**src/rtl/iterative_right_shift_unit.sv**
```systemverilog
// Multi-cycle right shifter: one bit position per clock, valid/ready on both sides.
// Supports logical, arithmetic, rotate and rotate-through-carry shifts.
module iterative_right_shift_unit #(
  parameter int unsigned WORD_WIDTH = 8
) (
  input  logic                  clk_i,
  input  logic                  rst_i,
  input  logic                  valid_i,
  output logic                  ready_o,
  input  logic [1:0]            op_i,
  input  logic                  cf_i,
  input  logic [WORD_WIDTH-1:0] a_i,
  input  logic [WORD_WIDTH-1:0] b_i,
  output logic                  valid_o,
  input  logic                  ready_i,
  output logic [WORD_WIDTH-1:0] r_o,
  output logic                  cf_o
);

  localparam int unsigned CNT_W = $clog2(WORD_WIDTH);

  typedef enum logic [1:0] {
    IDLE  = 2'b00,
    SHIFT = 2'b01,
    DONE  = 2'b10
  } state_t;

  typedef enum logic [1:0] {
    OP_LSR = 2'b00,
    OP_ASR = 2'b01,
    OP_ROR = 2'b10,
    OP_RRC = 2'b11
  } op_t;

  state_t                state_q, state_d;
  op_t                   op_q, op_d;
  logic [WORD_WIDTH-1:0] data_q, data_d;
  logic                  carry_q, carry_d;
  logic [CNT_W-1:0]      cnt_q, cnt_d;
  logic                  fill;
  logic                  unused_b_hi;

  // Only the low log2(WORD_WIDTH) bits of the amount matter.
  assign unused_b_hi = ^b_i[WORD_WIDTH-1:CNT_W];

  // Bit entering at the MSB for the current step.
  always_comb begin
    fill = 1'b0;
    case (op_q)
      OP_LSR: fill = 1'b0;
      OP_ASR: fill = data_q[WORD_WIDTH-1];
      OP_ROR: fill = data_q[0];
      OP_RRC: fill = carry_q;
      default: fill = 1'b0;
    endcase
  end

  // Next-state and datapath update.
  always_comb begin
    state_d = state_q;
    op_d    = op_q;
    data_d  = data_q;
    carry_d = carry_q;
    cnt_d   = cnt_q;
    case (state_q)
      IDLE: begin
        if (valid_i) begin
          data_d  = a_i;
          carry_d = cf_i;
          op_d    = op_t'(op_i);
          cnt_d   = b_i[CNT_W-1:0];
          state_d = (b_i[CNT_W-1:0] == CNT_W'(0)) ? DONE : SHIFT;
        end
      end
      SHIFT: begin
        carry_d = data_q[0];
        data_d  = {fill, data_q[WORD_WIDTH-1:1]};
        cnt_d   = cnt_q - CNT_W'(1);
        if (cnt_q == CNT_W'(1)) begin
          state_d = DONE;
        end
      end
      DONE: begin
        if (ready_i) begin
          state_d = IDLE;
        end
      end
      default: state_d = IDLE;
    endcase
  end

  // State, datapath and handshake registers; handshake flags track the next state.
  always_ff @(posedge clk_i or posedge rst_i) begin
    if (rst_i) begin
      state_q <= IDLE;
      op_q    <= OP_LSR;
      data_q  <= '0;
      carry_q <= 1'b0;
      cnt_q   <= '0;
      ready_o <= 1'b1;
      valid_o <= 1'b0;
    end else begin
      state_q <= state_d;
      op_q    <= op_d;
      data_q  <= data_d;
      carry_q <= carry_d;
      cnt_q   <= cnt_d;
      ready_o <= (state_d == IDLE);
      valid_o <= (state_d == DONE);
    end
  end

  assign r_o  = data_q;
  assign cf_o = carry_q;

endmodule

```
**config.mk**
```make
export PLATFORM = sky130hd
export DESIGN_NAME = iterative_right_shift_unit
export DESIGN_NICKNAME = d
export VERILOG_FILES = /design/src/rtl/iterative_right_shift_unit.sv
export SDC_FILE = /design/constraint.sdc
export NUM_CORES = 1
export LEC_CHECK = 0
export ABC_AREA = 1
export BUFFER_PORTS_ARGS = -buffer_cell sky130_fd_sc_hd__buf_2
export CAP_MARGIN = 20
export CORE_MARGIN = 10
export CORE_UTILIZATION = 51
export CTS_CLUSTER_DIAMETER = 100
export DETAILED_ROUTE_END_ITERATION = 12
export PLACE_DENSITY = 0.9
export SLEW_MARGIN = 20
export SYNTH_ARGS = -nofsm -noshare
export SYNTH_HDL_FRONTEND = slang
export SYNTH_SLANG_ARGS = --single-unit
```
**constraint.sdc**
```tcl
create_clock -name clk_i -period 2.1 [get_ports clk_i]
set_input_delay 0.63 -clock clk_i [delete_from_list [all_inputs] [get_ports clk_i]]
set_output_delay 0.63 -clock clk_i [all_outputs]
set_load 0.05 [all_outputs]
```
==> After elaboration in Yosys (flattened, before gate mapping) <==
Cells that the tools add are included.
Widths: inputs -> output; s select.
{ "totals": {"reg_bits": 18, "elab_cells": 38} }
{ "classes": {"add_sub_neg": 1, "eq_ne": 9, "mux": 12, "n_reduce_logical": 8} }
{ "op_table": {"columns": ["operator", "count"], "rows": [
  ["$pmux 8 s2", 1],
  ["$eq 2x2->1 const B", 4],
  ["$mux 2", 4],
  ["$mux 8", 1],
  ["$logic_not 2->1", 3],
  ["$pmux 2 s3", 1],
  ["$pmux 3 s2", 1],
  ["$eq 2x1->1 const B", 2],
  ["$ne 2x2->1 const B", 2],
  ["$reduce_and 2->1", 2],
  ["$eq 3x1->1 const B", 1],
  ["$logic_not 3->1", 1],
  ["$mux 3", 1],
  ["$pmux 1 s3", 1],
  ["$reduce_and 3->1", 1],
  ["$sub 3x1->3 const B", 1],
  ["$pmux 1 s2", 1],
  ["$reduce_bool 2->1", 1],
  ["$mux 1", 1]
]} }

==> Longest topological paths before layout <==
{ "logic_depth": {"ltp_word": 5, "mapped_depth": 7, "depth_no_buf": 7} }

==> Least setup slack after synthesis <==
OpenSTA, ideal clock, no wires.
{ "synth_timing": {"kind": "register to output", "from": "reg ready_o", "to": "out ready_o", "arrival_ps": 656, "t_required_ps": 1470, "path_slack_ps": 814, "path_stages_with_launch": 1, "cell_sequence": "dfstp_2"} }
{ "synth_rtl": {"columns": ["element", "line", "source"], "rows": [
  ["start: declaration", "9", "output logic ready_o,"],
  ["start signal: assignment", "108", "ready_o <= (state_d == IDLE);"]
]} }
No word-level cell between the ends.

==> Worst setup path after layout <==
{ "layout_timing": {"from": "reg ready_o", "to": "out ready_o"} }
No word-level cell between the ends.

==> results.sh <==
export IMPL_drive_above_1_share_pct=31.0
export IMPL_place_inst=166
export IMPL_first_pass_iters=4
export IMPL_cts_tree="yes"
export IMPL_use_met3_pct=3.05
export IMPL_multiInputGateArea_um2=423
export IMPL_combPwrFrac_pct=56.5
export IMPL_synth_area_per_cell_um2=8.13
export IMPL_cts_buffer_depth=2
export IMPL_rrSetupSlack_ns=0.88
export IMPL_ant_nets=0
export IMPL_setup_viol=0
export IMPL_yosysSeqAreaShare_pct=48.7
export IMPL_antenna_found_initial=0
export IMPL_critical_path_max_stage_delay_ns=0.52
export IMPL_cts_resized_gates=0
export IMPL_placeableCoreArea_mm2=0.00173
export IMPL_dpl_cell_area_mm2=0.00109
export IMPL_final_common_cell="nand2_1"
export IMPL_cts_max_level=1
export IMPL_overflow=0
export IMPL_final_cell_count_no_fill=170
export IMPL_port_buffers=28
export IMPL_power_density_mw_per_mm2=1780
export IMPL_slew_viol_final=0
export IMPL_crit_chain="buf_2"
export IMPL_fp_dieArea_mm2=0.00392
export IMPL_synth_warnings=0
export IMPL_fp_dieW_um=62.6
export IMPL_vias=848
export IMPL_worstReg2RegEnd="r_o[7]"
export IMPL_wirelength_um=2190
export IMPL_fin_util_pct=65.1
export IMPL_syn_instance_count=114
export IMPL_grt_pass1_vias=820
export IMPL_worst_clock_skew_ns=0.0108
export IMPL_reg2regPathDepth=4
export IMPL_slowest_stage="dfstp_2"
export IMPL_critical_path_class="flop to primary output"
export IMPL_pre_cts_ws_ns=0.660
export IMPL_sw_frac_of_total_pct=53.3
export IMPL_p_switching_mw=1.07
export IMPL_vdd_drop_max_mv=1.06
export IMPL_arrival_ns=1.05
export IMPL_r2r_start="state_q[0]"
export IMPL_hold_violations=0
export IMPL_synth_top_area_cell="dfrtp_1"
export IMPL_cts_root_buf="clkbuf_4"
export IMPL_grt_pass1_wl_um=3640
export IMPL_yosysTopAreaCellShare_pct=45.9
export IMPL_p_total_mw=2.00
export IMPL_clock_sinks=18
export IMPL_crit_required_ns=1.47
export IMPL_setup_ws_ns=0.418
export IMPL_dp_hpwl_um=1710
export IMPL_placementRows=15
export IMPL_grt_max_degree=19
export IMPL_fill_cells=151
export IMPL_crit_path_end_kind="primary output"
export IMPL_final_nets=171
export IMPL_maxCapViolCount=0
export IMPL_hold_buffers=0
export IMPL_busiest_layer="met2"
export IMPL_clkPwrFrac_pct=10.7
export IMPL_drc=0
export IMPL_use_met2_pct=20.1
export IMPL_path_max_fanout=1
export IMPL_vias_per_cell=4.99
export IMPL_start_util_pct=53.7
export IMPL_cts_buffers=3
export IMPL_wl_per_cell_um=12.9
export IMPL_seq_area_um2=452
export IMPL_critPathBufInv=1
export IMPL_ys_top_cells_by_area="dfrtp_1 (46%), nand2_1 (13%), nor2_1 (7.3%), o21ai_1 (7.0%), inv_1 (3.6%)"
export IMPL_ys_seq_elements=18
export IMPL_place_congestion=0.793
export IMPL_cts_setup_buffers=0
export IMPL_outcome="completed"
export IMPL_final_area_mm2=0.00112
export IMPL_min_period_ns=1.68
export IMPL_diodes=0
export IMPL_hp_class="input pin to async pin"
export IMPL_p_int_uw=933
export IMPL_syn_area_um2=927
export IMPL_worst_pin_slew_ns=0.670
export IMPL_period_share_pct=80.1
export IMPL_clk_pin_slew_ns=0.11
export IMPL_io_pin_count=34
export IMPL_drt_first_iter_violations=19
export IMPL_syn_num_nets=139
export IMPL_tns_ns=0
export IMPL_die_h_um=62.6
export IMPL_fmax_mhz=595
export IMPL_p_leak_nw=0.595
export IMPL_seqPwrFrac_pct=32.9
export IMPL_use_met1_pct=12.1
export IMPL_max_slew_margin_pct=55.3
export IMPL_synth_cell_types=18
export IMPL_worst_path_dominant_cell_family="flip-flops"
export IMPL_grt_usage_pct=11.1
export IMPL_clock_latency_ns=0.29
export IMPL_syn_to_final_growth_pct=21.2
export IMPL_startpoint_type="flop"
export IMPL_grt_setup_unrepaired="false"
export IMPL_hold_slack_ns=0.412
export IMPL_final_cell_mix="nand2_1 (32), buf_2 (28), nor2_1 (18)"
## cells by family (layout without fill, tap and decap cells)
kind of cell / count (synthesis) / after routing / synth area share, %
AND/OR/NAND/NOR: 59 / 59 / 28.6
AO/OA/AOI/OAI: 23 / 23 / 14.3
flip-flops: 18 / 18 / 48.7
buffers and inverters: 12 / 43 / 5.67
adder cells (fa/ha/maj): 2 / 2 / 2.70
## cell type report
class	instances	area share, %
Timing Repair Buffer	28	12.5
Tap cell	25	2.78
Sequential cell	18	40.2
Inverter	11	3.67
Clock buffer	4	3.23
Multi-Input combinational cell	84	37.6
## sequential cells by signal (all words and copies together) (netlist names)
register / cells
ready_o: 1
r_o: 8
cf_o: 1
cnt_q: 3
op_q: 2
valid_o: 1
state_q: 2
## power groups by stage
stage / combinational [mW] / sequential [mW] / clock [mW]
2_1_floorplan: 0.542 / 1.01 / 0
3_3_place_gp: 1.10 / 0.653 / 0
3_5_place_dp: 1.13 / 0.664 / 0
4_1_cts: 1.14 / 0.658 / 0.215
5_1_grt: 1.23 / 0.679 / 0.235
6_report: 1.13 / 0.657 / 0.213
## per-layer routing
layer / wire (µm) / vias to the layer above
met1: 914 / 408
met5: 0 / -
met4: 13 / 0
met2: 1170 / 14
li1: - / 424
met3: 85 / 2
## worst max-delay path by stage
| stage | from | end | depth (start not counted) |
|---|---|---|---|
| after floorplan | ready_o | ready_o | 0 |
| final | ready_o | ready_o | 1 |
| after detailed placement | valid_i | r_o[7] | 5 |
| after global placement | valid_i | r_o[7] | 5 |
| after global routing | ready_o | ready_o | 1 |
| after CTS | ready_o | ready_o | 1 |
## synth_stat cells, drive strengths merged
library cell,number
nand2,36
nor2,20
o21ai,20
dfrtp,17
inv,11
nand3,3
a21oi,2
ha,2
buf,1
dfstp,1
o211ai,1
No activity file was read; power rests on OpenSTA's default activity.
